## config.mk

```make
export PLATFORM = sky130hd
export DESIGN_NAME = spice_node_integrator
export DESIGN_NICKNAME = d
export VERILOG_FILES = /design/src/rtl/spice_node_integrator.sv
export SDC_FILE = /design/constraint.sdc
export NUM_CORES = 1
export LEC_CHECK = 0
export CAP_MARGIN = 30
export CORE_MARGIN = 4
export CORE_UTILIZATION = 25
export CTS_CLUSTER_SIZE = 24
export DETAILED_ROUTE_END_ITERATION = 8
export GPL_TIMING_DRIVEN = 0
export PLACE_DENSITY = 0.48
export RECOVER_POWER = 50
export SKIP_CTS_REPAIR_TIMING = 1
export SYNTH_ARGS = -nofsm -noshare
export SYNTH_HDL_FRONTEND = slang
export SYNTH_SLANG_ARGS = --single-unit
```

## constraint.sdc

```tcl
create_clock -name eclk -period 6.4 [get_ports eclk]
set_clock_uncertainty 0.15 [all_clocks]
set_input_delay 0.64 -clock eclk [delete_from_list [all_inputs] [get_ports eclk]]
set_output_delay 0.64 -clock eclk [all_outputs]
set_load 0.01 [all_outputs]
```

## src/rtl/spice_node_integrator.sv

```systemverilog
// spice_node_integrator
//   Node-voltage stage for the switch-level SPICE emulator. One integration
//   step sums N_IN signed currents into a single accumulator, scales the sum
//   by the node capacitance (arithmetic shift), integrates it into the node
//   voltage and clamps the result to the `LO..`HI rails. The currents are
//   summed serially, one slice per cycle, through one adder, so area does not
//   grow with fan-in.
//
//   Step timeline: start is sampled at edge 0. ACCUM runs on edges 1..N_IN.
//   The scaled sum is registered at edge N_IN+1. v and done update at edge
//   N_IN+2, and the block is back in IDLE at that same edge.
//
// Ports
//   eclk     in   emulation clock, rising edge
//   ereset   in   synchronous active-high reset
//   start    in   request one step; accepted only while ready=1
//   ready    out  high in IDLE only
//   i_in     in   N_IN*`W flat signed currents, slice k = [k*`W +: `W]
//   v        out  registered signed node voltage
//   p        out  logic level of the node (~sign of v)
//   done     out  one-cycle pulse when the new v is valid
//   settled  out  node quiet for SETTLE_COUNT consecutive steps
//   clamped  out  sticky rail-hit flag (only with SPICE_NODE_CLAMP_FLAG_EN)
//
// Optional feature macro: SPICE_NODE_CLAMP_FLAG_EN adds the clamped output.
// Width/rail macros `W, `HI and `LO default to 16 / +16384 / -16384.

`ifndef W
`define W 16
`endif
`ifndef HI
`define HI 16384
`endif
`ifndef LO
`define LO (-16384)
`endif

module spice_node_integrator #(
  parameter int N_IN          = 4,
  parameter int CAP_SHIFT     = 2,
  parameter int SETTLE_THRESH = 0,
  parameter int SETTLE_COUNT  = 3
) (
  input  logic                 eclk,
  input  logic                 ereset,
  input  logic                 start,
  output logic                 ready,
  input  logic [N_IN*`W-1:0]   i_in,
  output logic [`W-1:0]        v,
  output logic                 p,
  output logic                 done,
`ifdef SPICE_NODE_CLAMP_FLAG_EN
  output logic                 clamped,
`endif
  output logic                 settled
);

  // Accumulator is wide enough for N_IN full-scale slices; the voltage sum
  // gets extra headroom so v + delta can never wrap before clamping.
  localparam int AW = `W + $clog2(N_IN) + 1;
  localparam int VW = AW + 2;
  localparam int IW = (N_IN > 1) ? $clog2(N_IN) : 1;
  localparam int CW = $clog2(SETTLE_COUNT + 1);

  localparam logic signed [VW-1:0] HI_V = VW'(`HI);
  localparam logic signed [VW-1:0] LO_V = VW'(`LO);
  localparam logic signed [`W-1:0] HI_W = `W'(`HI);
  localparam logic signed [`W-1:0] LO_W = `W'(`LO);

  typedef enum logic [1:0] {
    IDLE   = 2'd0,
    ACCUM  = 2'd1,
    SCALE  = 2'd2,
    UPDATE = 2'd3
  } state_t;

  state_t                 state_q, state_d;
  logic signed [AW-1:0]   acc_p0_q, acc_p0_d;
  logic [IW-1:0]          idx_q, idx_d;
  logic signed [AW-1:0]   delta_p1_q, delta_p1_d;
  logic signed [`W-1:0]   v_q, v_d;
  logic                   done_q, done_d;
  logic [CW-1:0]          quiet_q, quiet_d;
`ifdef SPICE_NODE_CLAMP_FLAG_EN
  logic                   clamped_q, clamped_d;
`endif

  logic signed [`W-1:0]   slice_s;
  logic signed [VW-1:0]   vn_s;
  logic signed [`W-1:0]   v_new_s;
  logic signed [VW-1:0]   dv_s;

  function automatic logic signed [`W-1:0] clamp_v(input logic signed [VW-1:0] x);
    if (x > HI_V)      return HI_W;
    else if (x < LO_V) return LO_W;
    else               return x[`W-1:0];
  endfunction

  function automatic logic signed [VW-1:0] abs_v(input logic signed [VW-1:0] x);
    return (x < 0) ? -x : x;
  endfunction

  always_comb begin
    state_d    = state_q;
    acc_p0_d   = acc_p0_q;
    idx_d      = idx_q;
    delta_p1_d = delta_p1_q;
    v_d        = v_q;
    done_d     = 1'b0;
    quiet_d    = quiet_q;
`ifdef SPICE_NODE_CLAMP_FLAG_EN
    clamped_d  = clamped_q;
`endif

    slice_s = i_in[int'(idx_q)*`W +: `W];
    vn_s    = VW'(v_q) + VW'(delta_p1_q);
    v_new_s = clamp_v(vn_s);
    dv_s    = abs_v(VW'(v_new_s) - VW'(v_q));

    unique case (state_q)
      IDLE: begin
        if (start) begin
          state_d  = ACCUM;
          acc_p0_d = '0;
          idx_d    = '0;
        end
      end

      // Stage p0: serial accumulate, one slice per cycle
      ACCUM: begin
        acc_p0_d = acc_p0_q + AW'(slice_s);
        idx_d    = idx_q + IW'(1);
        if (idx_q == IW'(N_IN - 1)) state_d = SCALE;
      end

      // Stage p1: capacitance scaling (floor division by 2**CAP_SHIFT)
      SCALE: begin
        delta_p1_d = acc_p0_q >>> CAP_SHIFT;
        state_d    = UPDATE;
      end

      // Stage p2: integrate, clamp, settle tracking
      UPDATE: begin
        v_d     = v_new_s;
        done_d  = 1'b1;
        state_d = IDLE;
        if (dv_s <= $signed(VW'(SETTLE_THRESH)))
          quiet_d = (quiet_q == CW'(SETTLE_COUNT)) ? quiet_q : quiet_q + CW'(1);
        else
          quiet_d = '0;
`ifdef SPICE_NODE_CLAMP_FLAG_EN
        if ((vn_s > HI_V) || (vn_s < LO_V)) clamped_d = 1'b1;
`endif
      end

      default: state_d = IDLE;
    endcase
  end

  always_ff @(posedge eclk) begin
    if (ereset) begin
      state_q   <= IDLE;
      acc_p0_q  <= '0;
      idx_q     <= '0;
      v_q       <= LO_W;
      done_q    <= 1'b0;
      quiet_q   <= '0;
`ifdef SPICE_NODE_CLAMP_FLAG_EN
      clamped_q <= 1'b0;
`endif
    end else begin
      state_q   <= state_d;
      acc_p0_q  <= acc_p0_d;
      idx_q     <= idx_d;
      v_q       <= v_d;
      done_q    <= done_d;
      quiet_q   <= quiet_d;
`ifdef SPICE_NODE_CLAMP_FLAG_EN
      clamped_q <= clamped_d;
`endif
    end
  end

  // Scaled sum is pure data, consumed only in UPDATE after SCALE has written it.
  always_ff @(posedge eclk) begin
    delta_p1_q <= delta_p1_d;
  end

  assign ready   = (state_q == IDLE);
  assign v       = v_q;
  assign p       = ~v_q[`W-1];
  assign done    = done_q;
  assign settled = (quiet_q == CW'(SETTLE_COUNT));
`ifdef SPICE_NODE_CLAMP_FLAG_EN
  assign clamped = clamped_q;
`endif

endmodule
```

# [Word-level counts from Yosys, hierarchy flattened]
# Index checks and enable logic that the tools add are counted.
[word_totals] reg_bits=59 latchBits=0 ram_bits=0 mem_bits_ro=0 input_bits=67 output_inout_bits=20 word_cells=45 memories=0
[classes] add_sub_neg=6 mul=0 div_mod_pow=0 magnitude_cmp=4 eq_ne=8 shifts=1 n_mux=13 n_bitwise=1 reduce_logical=5
[ops] op="$shiftx 64x7->16" count=1
[ops] op="$pmux 19 s2" count=1
[ops] op="$mux 16" count=2
[ops] op="$le 21x1->1 const B" count=1
[ops] op="$mux 21" count=1
[ops] op="$neg 17->21" count=1
[ops] op="$add 19x16->19" count=1
[ops] op="$mux 19" count=1
[ops] op="$add 16x17->18" count=1
[ops] op="$gt 18x16->1 const B" count=1
[ops] op="$lt 18x15->1 const B" count=1
[ops] op="$lt 17x1->1 const B" count=1
[ops] op="$sub 16x16->17" count=1
[ops] op="$mux 2" count=5
[ops] op="$eq 2x2->1 const B" count=4
[ops] op="$pmux 2 s4" count=1
[ops] op="$ne 2x2->1 const B" count=3
[ops] op="$reduce_and 2->1" count=3
[ops] op="$add 2x1->2 const B" count=2
[ops] op="$pmux 2 s2" count=1
[ops] op="$eq 2x1->1 const B" count=1
[ops] op="$logic_not 2->1" count=1
[ops] op="$reduce_bool 2->1" count=1
[ops] op="$mux 1" count=1
[ops] op="$not 1->1" count=1

# [Logic depth before layout (Yosys ltp)]
[depth] depth_word=10 ltp_mapped=28 depth_no_buf=27

# [Worst setup path before layout]
# No wires, ideal clock.
[synth_path] path_type="register -> register" from="register v_q[0] (netlist: v[0])" to="register quiet_q[1]" setup_ns=0.075 arrival_ns=5.417 t_required_ns=6.175 setup_slack_ns=0.758 path_stages_with_launch=27 n_path_buf=1 synth_period_minus_slack_ns=5.642 path_cell_list="dfxtp_1 > ha_1 > inv_1 > fa_1 > nor2b_1 > o21ai_0 > a21oi_1 > o221ai_1 > a21boi_0 > xnor2_1 > and4_1 > a41o_1 > a21oi_2 > clkbuf_1 > nor2_1 > fa_1 > a21oi_1 > o211ai_2 > a31oi_2 > xor2_2 > nor3b_4 > nand4_2 > a211oi_2 > o2111ai_1 > nor4b_2 > a31oi_1 > o22ai_1"
[synth_between] elab_chain_len=10 elab_cells_between_ends=13 cone_classes="add/sub: 3; order compare: 4; eq/ne: 1; mux: 4; reduce/logical: 1"
[synth_lines] item="start, declared" line="81" text="logic signed [`W-1:0] v_q, v_d;"
[synth_lines] item="start signal, assigned" line="175" text="v_q <= v_d;"
[synth_lines] item="$add 16x17->18 (*)" line="116" text="vn_s = VW'(v_q) + VW'(delta_p1_q);"
[synth_lines] item="$lt 18x15->1" line="95" text="else if (x < LO_V) return LO_W;"
[synth_lines] item="$mux 16" line="95"
[synth_lines] item="$mux 16 (*)" line="94" text="if (x > HI_V) return HI_W;"
[synth_lines] item="named net v_new_s[1]" line="90" text="logic signed [`W-1:0] v_new_s;"
[synth_lines] item="$sub 16x16->17 (*)" line="118" text="dv_s = abs_v(VW'(v_new_s) - VW'(v_q));"
[synth_lines] item="$neg 17->21 or $lt 17x1->1 (tied branches)" line="100" text="return (x < 0) ? -x : x;"
[synth_lines] item="$mux 21 (*)" line="100"
[synth_lines] item="$le 21x1->1 (*)" line="147" text="if (dv_s <= $signed(VW'(SETTLE_THRESH)))"
[synth_lines] item="$ne 2x2->1 (no line)"
[synth_lines] item="$reduce_and 2->1 (no line)"
[synth_lines] item="end signal, assigned" line="177" text="quiet_q <= quiet_d;"
[synth_lines] item="end, declared" line="83" text="logic [CW-1:0] quiet_q, quiet_d;"
# Mark *: on every way through the listed nets, which the timed path passes. The rest lies on a longest branch.
# A chain may end at the register's enable or synchronous reset.

# [Worst setup path after layout]
[layout_path] from="register v_q[0] (netlist: v[0])" to="register quiet_q[1]"
[layout_between] elab_chain_len=10 elab_cells_between_ends=13 cone_classes="add/sub: 3; order compare: 4; eq/ne: 1; mux: 4; reduce/logical: 1"
[layout_lines] item="$add 16x17->18" line="116"
[layout_lines] item="$lt 18x15->1" line="95"
[layout_lines] item="$mux 16" line="95"
[layout_lines] item="$mux 16" line="94"
[layout_lines] item="$sub 16x16->17 (*)" line="118"
[layout_lines] item="$neg 17->21 or $lt 17x1->1 (tied branches)" line="100"
[layout_lines] item="$mux 21 (*)" line="100"
[layout_lines] item="$le 21x1->1 (*)" line="147"
[layout_lines] item="$ne 2x2->1 (no line)"
[layout_lines] item="$reduce_and 2->1 (no line)"
# Every way passes the cells marked *; elsewhere a longest branch is shown, timed or not.

==> flow_summary.yaml <==
route:
  drt_iter0_markers: 236
  wirelength_um: 14700
  drc: 0
  num_vias: 4944
  routedWlPerCell_um: 14.9
  postRouteAntennaNets: 0
  viasPerCell: 5.01
  first_pass_iters: 4
finish:
  nets: 835
  nFillCells: 2167
  antenna_cells: 0
  syn_to_final_growth_pct: 32.3
  drive_gt1_share_pct: 12.5
power_and_ir_drop:
  vdd_ir_drop_max_mv: 0.199
  seqPwrFrac_pct: 16.0
  p_sw_share_pct: 44.4
  power_switching_mw: 1.44
  powerDensity_mw_per_mm2: 458
  p_int_mw: 1.81
  clkPwrFrac_pct: 15.0
  leakagePower_nw: 2.80
  power.total_mw: 3.25
  p_comb_share_pct: 69.0
outcome:
  status: "finished, final reports clean"
setup_path:
  reg2regPathDepth: 27
  cp-start-kind: "flip-flop"
  crit_type: "reg -> reg"
  worst_setup_path_end_kind: "flip-flop"
  cp_data_arrival_time_ns: 6.24
  crit_path_max_fanout: 6
  required_ns: 6.50
placed_design:
  gp_congestion: 0.825
  post-place-ws_ns: -0.466
  port-buffer-count: 86
  dp_hpwl_um: 12000
synth:
  avgSynthCellArea_um2: 8.93
  async_flop_share_pct: 0
  synth_nets: 728
  synth_seq_area_share_pct: 25.2
  syn_area_mm2: 0.00536
  synthFlopType: "dfxtp_1"
  ys_seq_elements: 59
  synth_edf_count: 17
  ys_warn_count: 0
  synth_cell_types: 73
  synth_cells: 600
clock_tree:
  tritoncts: "done"
  clock-root-buffer: "clkbuf_16"
  clkSinkCount: 59
  clk_latency_ns: 0.32
  clk_path_buf_depth: 2
  clk_pin_slew_ns: 0.05
  cts_max_level: 3
  numCtsBuffers: 9
timing:
  worst_slack_ns: 0.258
  period_needed_ns: 6.14
  setup_viol: 0
  timing_hold_violations_final: 0
  slew_viol_final: 0
  maxSlewHeadroom_pct: 49.7
  timing.fmax_mhz: 163
  final.period_utilization_pct: 96.0
  setup_tns_ns: 0
  max_slew.worst_pin.slew_ns: 0.755
floorplanning:
  fp-row-count: 53
  coreArea_mm2: 0.0211
  pin_count: 87
  die_w_um: 154
  start_util_pct: 25.4
  die-area_mm2: 0.0238
  die_h_um: 154
flow_run:
  maxCapViolations: 0
min_path:
  holdCritPathClass: "reg -> reg"
  holdPathStages: 1
grt:
  gr-total-overflow: 0
  antenna_found_initial: 0
  grt_use_total_pct: 11.8
  grt_max_degree: 19
  grt_pass1_vias: 5032
  grt_pass1_wl_um: 23500
## layer usage
layer	track usage, %	up-vias	share of wire, %	routed length [um]
met5	0	-	0	0
met4	3.74	0	1.9	272
met3	1.45	22	2.9	431
met2	22.5	118	52	7700
met1	13.6	2326	43	6260
li1	-	2478	-	-
## cell usage after synthesis, types with 6 or more instances
library cell	count	share of area, %
nor2_1	65	4.6
ha_1	58	14
dfxtp_1	42	16
a21oi_1	31	2.9
inv_1	30	2.1
nand2_1	30	2.1
o21ai_0	29	2.7
nor3_1	19	1.8
xnor2_1	19	3.1
edfxtp_1	17	9.5
a22oi_1	16	2.2
mux4_2	16	6.7
xor2_1	16	2.6
a21o_1	15	2.1
clkbuf_1	13	0.91
nor2b_1	12	1.4
nand3_1	10	0.93
nand3b_1	9	1.3
o21a_1	9	1.3
a211o_1	8	1.3
and3_1	8	0.93
nand2b_1	8	0.93
and2_1	7	0.82
nor4_1	7	0.82
a31oi_1	6	0.70
o31ai_1	6	0.84
## area by class of cell
type | count | area (um^2) | area share (%)
buffer | 18 | 78.8 | 1.11
clock inverter | 4 | 50.0 | 0.706
tap | 275 | 344 | 4.85
clock buffer | 12 | 256 | 3.62
inverter | 30 | 113 | 1.59
timing repair buffer | 96 | 936 | 13.2
multi-input combinational | 493 | 3960 | 55.9
sequential | 59 | 1350 | 19.1
## power by group through the flow
stage                     combinational, mW  sequential, mW  clock [mW]
after detailed placement               1.96           0.529           0
after global placement                 1.91           0.526           0
after CTS                              1.97           0.522       0.499
after global routing                   2.44           0.532       0.521
final                                  2.24           0.521       0.488
after floorplan                        1.55           0.511           0
## worst max-delay path, cell delays in order, from the launching register on
cell and delay [ns]:
dfxtp_2 0.36, ha_1 0.18, inv_1 0.05, fa_1 0.39, nor2b_1 0.12, o21ai_0 0.14, a21oi_2 0.27, o22ai_1 0.11
xor2_1 0.18, and3_1 0.20, and4_1 0.20, a41o_1 0.28, a21oi_4 0.25, nand2b_1 0.15, ha_1 0.16, inv_1 0.06
fa_2 0.38, a21oi_4 0.18, o211ai_2 0.18, a31oi_2 0.22, xor2_2 0.23, buf_4 0.15, o31ai_1 0.08, a2111oi_2 0.49
o2111ai_1 0.19, nor4b_2 0.39, a31oi_1 0.16, o22ai_1 0.17
## through the flow
step | util [%] | instances | hold WS (ns) | cell area (um^2)
global route | 33.6 | 987 | 0.345 | 7090
detailed placement | 31.1 | 961 | 0.317 | 6570
global placement | 31.1 | 961 | 0.303 | 6570
CTS | 32.6 | 977 | 0.327 | 6870
floorplan | - | 600 | 0.287 | 5360
finish | 33.6 | 987 | 0.319 | 7090
## cells in the final DEF (no fill, tap or decap), types with 6 or more instances in the layout
cell type / Yosys / layout
dfxtp_1: 42 / 41
dlygate4sd3_1: 0 / 12
inv_1: 30 / 30
buf_4: 0 / 10
nor3_1: 19 / 17
clkdlybuf4s50_1: 0 / 74
nor2_1: 65 / 62
xor2_1: 16 / 16
nor2b_1: 12 / 12
xnor2_1: 19 / 17
mux4_2: 16 / 16
o31ai_1: 6 / 6
nand3b_1: 9 / 9
ha_1: 58 / 58
nand2b_1: 8 / 8
a21o_1: 15 / 15
a22oi_1: 16 / 15
and3_1: 8 / 8
and2_1: 7 / 7
nand2_1: 30 / 30
a211o_1: 8 / 8
edfxtp_1: 17 / 17
nand3_1: 10 / 9
o21a_1: 9 / 9
clkbuf_1: 13 / 13
clkbuf_16: 0 / 9
o21ai_0: 29 / 28
a21oi_1: 31 / 27
nor4_1: 7 / 7
## logic make-up (layout without fill, tap and decap cells)
family                   count (synthesis)  in the layout  share of synthesized area, %
multiplexers                            21             21                          7.66
XOR/XNOR                                39             39                          7.14
flip-flops                              59             59                          25.2
AND/OR/NAND/NOR                        205            205                          20.2
buffers and inverters                   48            160                          3.43
adder cells (fa/ha/maj)                 61             61                          14.7
AO/OA/AOI/OAI                          167            167                          21.7
## sequential cells by signal (all words and copies together) (netlist names)
register    count
state_q         2
done            1
quiet_q         2
acc_p0_q       19
idx_q           2
v              16
delta_p1_q     17
## path summary, 6_finish.rpt
path,slack (ns),from,end
worst min-delay path,0.32,quiet_q[0]$_SDFFE_PP0P_,quiet_q[0]$_SDFFE_PP0P_
worst max-delay path,0.26,v[0]$_SDFFE_PP0P_,quiet_q[1]$_SDFFE_PP0P_
worst min register to register,0.32,quiet_q[0]$_SDFFE_PP0P_,quiet_q[0]$_SDFFE_PP0P_
worst max register to register,0.26,v[0]$_SDFFE_PP0P_,quiet_q[1]$_SDFFE_PP0P_
Power figures use the tool's default switching activity.
